==> config.mk <==
export PLATFORM = sky130hd
export DESIGN_NAME = serial_subtract_ctrl
export DESIGN_NICKNAME = d
export VERILOG_FILES = /design/src/rtl/serial_subtract_ctrl.sv
export SDC_FILE = /design/constraint.sdc
export NUM_CORES = 1
export LEC_CHECK = 0
export CAP_MARGIN = 20
export CORE_MARGIN = 2
export CORE_UTILIZATION = 45
export CTS_CLUSTER_DIAMETER = 40
export DETAILED_ROUTE_END_ITERATION = 12
export PLACE_DENSITY = 0.73
export SLEW_MARGIN = 20
export SYNTH_ARGS = -nofsm -noshare
export SYNTH_HDL_FRONTEND = slang
export SYNTH_SLANG_ARGS = --single-unit
==> constraint.sdc <==
create_clock -name clk -period 1.4 [get_ports clk]
set_input_delay 0.28 -clock clk [delete_from_list [all_inputs] [get_ports clk]]
set_output_delay 0.28 -clock clk [all_outputs]
set_load 0.005 [all_outputs]
==> src/rtl/serial_subtract_ctrl.sv <==
// Bit-serial WIDTH-bit subtractor: one full_subtract cell, LSB first, one bit per clock.
// Optional zero/signed-overflow flag outputs when SERSUB_FLAGS_EN is defined.

module full_subtract (
  input  logic a,
  input  logic b,
  input  logic borrowIn,
  output logic diff,
  output logic borrowOut
);
  assign diff      = a ^ b ^ borrowIn;
  assign borrowOut = (~a & b) | (~(a ^ b) & borrowIn);
endmodule

module serial_subtract_ctrl #(
  parameter int WIDTH = 8
) (
  input  logic             clk,
  input  logic             rst,
  input  logic             start,
  input  logic [WIDTH-1:0] a_in,
  input  logic [WIDTH-1:0] b_in,
  input  logic             borrow_in,
  output logic             busy,
  output logic             done,
  output logic [WIDTH-1:0] diff_out,
`ifdef SERSUB_FLAGS_EN
  output logic             zero_flag,
  output logic             ovf_flag,
`endif
  output logic             borrow_out
);
  localparam int CW = $clog2(WIDTH) + 1;

  typedef enum logic [1:0] {IDLE, SHIFT, DONE} state_t;

  state_t           state_q;
  logic [WIDTH-1:0] a_sh_q, b_sh_q;
  logic [WIDTH-2:0] r_sh_q;
  logic [CW-1:0]    cnt_q;
  logic             brw_q;
  logic             busy_q, done_q, bout_q;
  logic [WIDTH-1:0] diff_q;

  logic             cell_diff, cell_bout;
  logic [WIDTH-1:0] r_full_d;
  logic [WIDTH-2:0] r_sh_d;
  logic [CW-1:0]    cnt_d;
  logic             last_d;

  full_subtract u_cell (
    .a        (a_sh_q[0]),
    .b        (b_sh_q[0]),
    .borrowIn (brw_q),
    .diff     (cell_diff),
    .borrowOut(cell_bout)
  );

  // The oldest result bit is always shifted out, so WIDTH-1 stored bits plus
  // the live cell output form the complete result on the final step.
  always_comb begin
    r_full_d = {cell_diff, r_sh_q};
    r_sh_d   = r_full_d[WIDTH-1:1];
    cnt_d    = cnt_q + 1'b1;
    last_d   = (cnt_q == CW'(WIDTH - 1));
  end

`ifdef SERSUB_FLAGS_EN
  logic zero_q, ovf_q;
  assign zero_flag = zero_q;
  assign ovf_flag  = ovf_q;
`endif

  always_ff @(posedge clk or posedge rst) begin
    if (rst) begin
      state_q <= IDLE;
      a_sh_q  <= '0;
      b_sh_q  <= '0;
      r_sh_q  <= '0;
      cnt_q   <= '0;
      brw_q   <= 1'b0;
      busy_q  <= 1'b0;
      done_q  <= 1'b0;
      diff_q  <= '0;
      bout_q  <= 1'b0;
`ifdef SERSUB_FLAGS_EN
      zero_q  <= 1'b0;
      ovf_q   <= 1'b0;
`endif
    end else begin
      case (state_q)
        IDLE: begin
          if (start) begin
            a_sh_q  <= a_in;
            b_sh_q  <= b_in;
            brw_q   <= borrow_in;
            cnt_q   <= '0;
            busy_q  <= 1'b1;
            state_q <= SHIFT;
          end
        end
        SHIFT: begin
          r_sh_q <= r_sh_d;
          a_sh_q <= a_sh_q >> 1;
          b_sh_q <= b_sh_q >> 1;
          brw_q  <= cell_bout;
          cnt_q  <= cnt_d;
          if (last_d) begin
            state_q <= DONE;
            done_q  <= 1'b1;
            diff_q  <= r_full_d;
            bout_q  <= cell_bout;
`ifdef SERSUB_FLAGS_EN
            // On the last step bit 0 of each operand shifter holds its original MSB.
            zero_q  <= (r_full_d == '0);
            ovf_q   <= (a_sh_q[0] != b_sh_q[0]) && (r_full_d[WIDTH-1] != a_sh_q[0]);
`endif
          end
        end
        DONE: begin
          done_q  <= 1'b0;
          busy_q  <= 1'b0;
          state_q <= IDLE;
        end
        default: state_q <= IDLE;
      endcase
    end
  end

  assign busy       = busy_q;
  assign done       = done_q;
  assign diff_out   = diff_q;
  assign borrow_out = bout_q;

endmodule
==> run_results.csv, run 1 <==
group,metric,value,unit
clock_network,clock_tree.root_cell,"clkbuf_8",
clock_network,path_clk_slew,0.07,ns
finish,syn_to_final_growth,32.5,%
floorplanning,start_util,47.4,%
synth,synthCells,148,
global_route,use_met1,24.2,%
clock_network,clock_sinks,41,
routing,routed_wl,3410,um
global_route,grt.busiest_layer,"met2",
status,status,"complete, no violations",
timing,fin_crit_sh,99.4,%
setup_path,cp_data_arrival_time,1.56,ns
finish,n_antenna_cell,0,
power_and_ir_drop,vdd_drop_max,1.08,mV
floorplanning,floorplan.die_area,4400,um2
finish,layout_common_cells,"dfrtp_1 (40), nand2_1 (21), clkdlybuf4s50_1 (19), mux2_2 (15), a22oi_1 (14)",
routing,final_antenna_net_count,0,
synth,synth_seq_cells,41,
global_route,grt_pass1_vias,1304,
routing,dr.pass1.iters,4,
synth,syn_area,1750,um2
floorplanning,die_w,66.3,um
timing,finalHoldViolations,0,
routing,wl_per_cell,14.2,um
global_route,antenna_found_initial,0,
finish,nFillCells,303,
finish,final_area,2320,um2
min_path,worstHoldPathType,"input pin to async pin",
global_route,overflow,0,
setup_path,critical_path_class,"flop to flop",
synth,seq_area_frac_synth,58.7,%
clock_network,numCtsBuffers,5,
timing,max_slew.worst_pin.slew,0.276,ns
floorplanning,boundaryPins,31,
place,place_area,2170,um2
finish,finalNetCount,213,
place,place_inst,228,
clock_network,cts_tree,"done",
setup_path,critPathCaptureType,"flop",
routing,drt_first_iter_violations,62,
synth,synthDistinctLibCells,26,
setup_path,crit_fanout,10,
power_and_ir_drop,power_density,2180,nW/um2
floorplanning,core-area,3690,um2
finish,layout_commonest_cell,"dfrtp_1",
floorplanning,die_h,66.3,um
setup_path,start_kind,"flop",
routing,vias,1265,
global_route,grt_use_met2,29.4,%
clock_network,clockBufferDepth,2,
routing,drc,0,
timing,slew_violations,0,
timing,setup_viol,0,
timing,fin_crit,1.39,ns
place,hpwl,2320,um
clock_network,insertion_delay,0.29,ns
clock_network,htreeDepth,2,
synth,syn-num-nets,170,
finish,drive_above_1_share,22.9,%
timing,clock_skew,0.00726,ns
timing,rsz0062_at_grt,"true",
synth,syn_avg_cell_area,11.8,um2
setup_path,cp.required,1.57,ns
power_and_ir_drop,p_leak,0.00101,uW
synth,ys.warnings.count,0,
global_route,grtUsageTotal,18.1,%
place,gp_congestion,0.713,
global_route,use_met3,5.11,%
floorplanning,rows,22,
finish,final_cell_count_no_fill,240,
global_route,grt_max_degree,42,
timing,max_slew_margin,81.3,%
place,port_buffers,30,
global_route,grt_pass1_wl,6040,um
timing,fmax,0.718,GHz
job,drv_cap,0,
routing,viasPerCell,5.27,
-- cell type report --
| cell class | count | area (um2) | share of cell area, % |
|---|---|---|---|
| Clock buffer | 7 | 86.3 | 3.73 |
| Clock inverter | 1 | 30.0 | 1.30 |
| Inverter | 6 | 22.5 | 0.972 |
| Multi-Input combinational cell | 91 | 639 | 27.6 |
| Sequential cell | 41 | 1030 | 44.3 |
| Tap cell | 48 | 60.1 | 2.59 |
| Timing Repair Buffer | 46 | 452 | 19.5 |
-- layer usage --
metal,part of all wire [%],wire [um]
met5,0,0
met4,0.79,27
met3,5.1,174
met2,49,1660
met1,45,1540
-- Yosys cell counts, drive strengths merged --
cell / instances / area share (%)
a21o: 1 / 0.43
a21oi: 2 / 0.57
a22oi: 14 / 6.0
a2bb2oi: 1 / 0.50
a32o: 1 / 0.57
buf: 9 / 3.6
clkbuf: 1 / 0.21
dfrtp: 41 / 59
fa: 1 / 1.1
ha: 1 / 0.72
inv: 6 / 1.3
mux2: 15 / 9.7
mux2i: 2 / 1.1
nand2: 22 / 4.7
nand2b: 1 / 0.79
nand3: 2 / 0.57
nor2: 2 / 0.43
nor2b: 3 / 1.1
nor3: 1 / 0.93
o21a: 1 / 0.43
o21ai: 19 / 5.4
o21bai: 1 / 0.64
o311ai: 1 / 0.50
-- power by group --
| part | switching [uW] | total [uW] | internal (uW) |
|---|---|---|---|
| registers | 334 | 2050 | 1720 |
| clock network | 386 | 967 | 581 |
| logic | 882 | 2020 | 1140 |
| total | 1600 | 5040 | 3440 |
-- kinds of logic after synthesis --
group / synth area share, %
flops: 58.7
simple gates: 8.51
buf+inv: 5.08
compound gates: 15.1
mux: 10.8
fa+ha+maj: 1.86
-- worst max-delay path, stage by stage (launching register included) --
cell and delay [ns]:
dfrtp_1 0.36, ha_2 0.20, nand2_2 0.08, nor3_4 0.15, buf_12 0.15, mux2_2 0.33
-- flip-flops by register name (all words and copies together) (netlist names) --
| name | count |
|---|---|
| r_sh_q | 7 |
| diff_out | 8 |
| a_sh_q | 8 |
| done | 1 |
| busy | 1 |
| cnt_q | 4 |
| b_sh_q | 8 |
| borrow_out | 1 |
| brw_q | 1 |
| state_q | 2 |
-- final timing paths --
check                         endpoint       from  depth (start not counted)  slack, ns
setup / recovery           diff_out[0]   cnt_q[0]                          5      0.008
hold / removal             diff_out[5]        rst                          3       0.33
setup reg to reg           diff_out[0]   cnt_q[0]                          5      0.008
hold reg to reg              a_sh_q[2]  a_sh_q[2]                          2       0.49
max in group asynchronous   state_q[0]        rst                          3       0.86
min in group clk             a_sh_q[2]  a_sh_q[2]                          2       0.49
-- stage by stage --
stage / total power (uW) / setup slack, ns / util [%] / hold WS [ns] / setup TNS (ns)
after floorplan: 3270 / 0.0224 / - / 0.450 / 0
after global placement: 3980 / -0.0419 / 58.9 / 0.466 / -0.0507
after detailed placement: 4110 / -0.0738 / 58.9 / 0.473 / -0.574
after CTS: 5050 / -0.00633 / 62.4 / 0.349 / -0.0162
after global routing: 5450 / -0.0550 / 62.8 / 0.389 / -0.399
final: 5040 / 0.00796 / 62.8 / 0.334 / 0
-- what timing repair did --
item | CTS | global route
pin swaps | 0 | 0
buffers inserted | 3 | 1
gates resized for setup | 13 | 8
endpoints found under the setup margin | 19 | 24
hold buffers | 0 | 0
Note: power is estimated with default switching activity, not from simulation.
==> run 2, diff against run 1 <==
--- a/config.mk
+++ b/config.mk
@@ -11,7 +11,7 @@
 export CTS_CLUSTER_DIAMETER = 40
 export DETAILED_ROUTE_END_ITERATION = 12
 export PLACE_DENSITY = 0.73
-export SLEW_MARGIN = 20
+export SLEW_MARGIN = 5
 export SYNTH_ARGS = -nofsm -noshare
 export SYNTH_HDL_FRONTEND = slang
 export SYNTH_SLANG_ARGS = --single-unit
==> results of run 2 <==
The final DEF is identical to that of run 1; final timing and power are the same.
==> run 3, diff against run 2 <==
--- a/config.mk
+++ b/config.mk
@@ -5,7 +5,6 @@
 export SDC_FILE = /design/constraint.sdc
 export NUM_CORES = 1
 export LEC_CHECK = 0
-export CAP_MARGIN = 20
 export CORE_MARGIN = 2
 export CORE_UTILIZATION = 45
 export CTS_CLUSTER_DIAMETER = 40
==> results of run 3 <==
The final DEF is identical to that of run 1; final timing and power are the same.
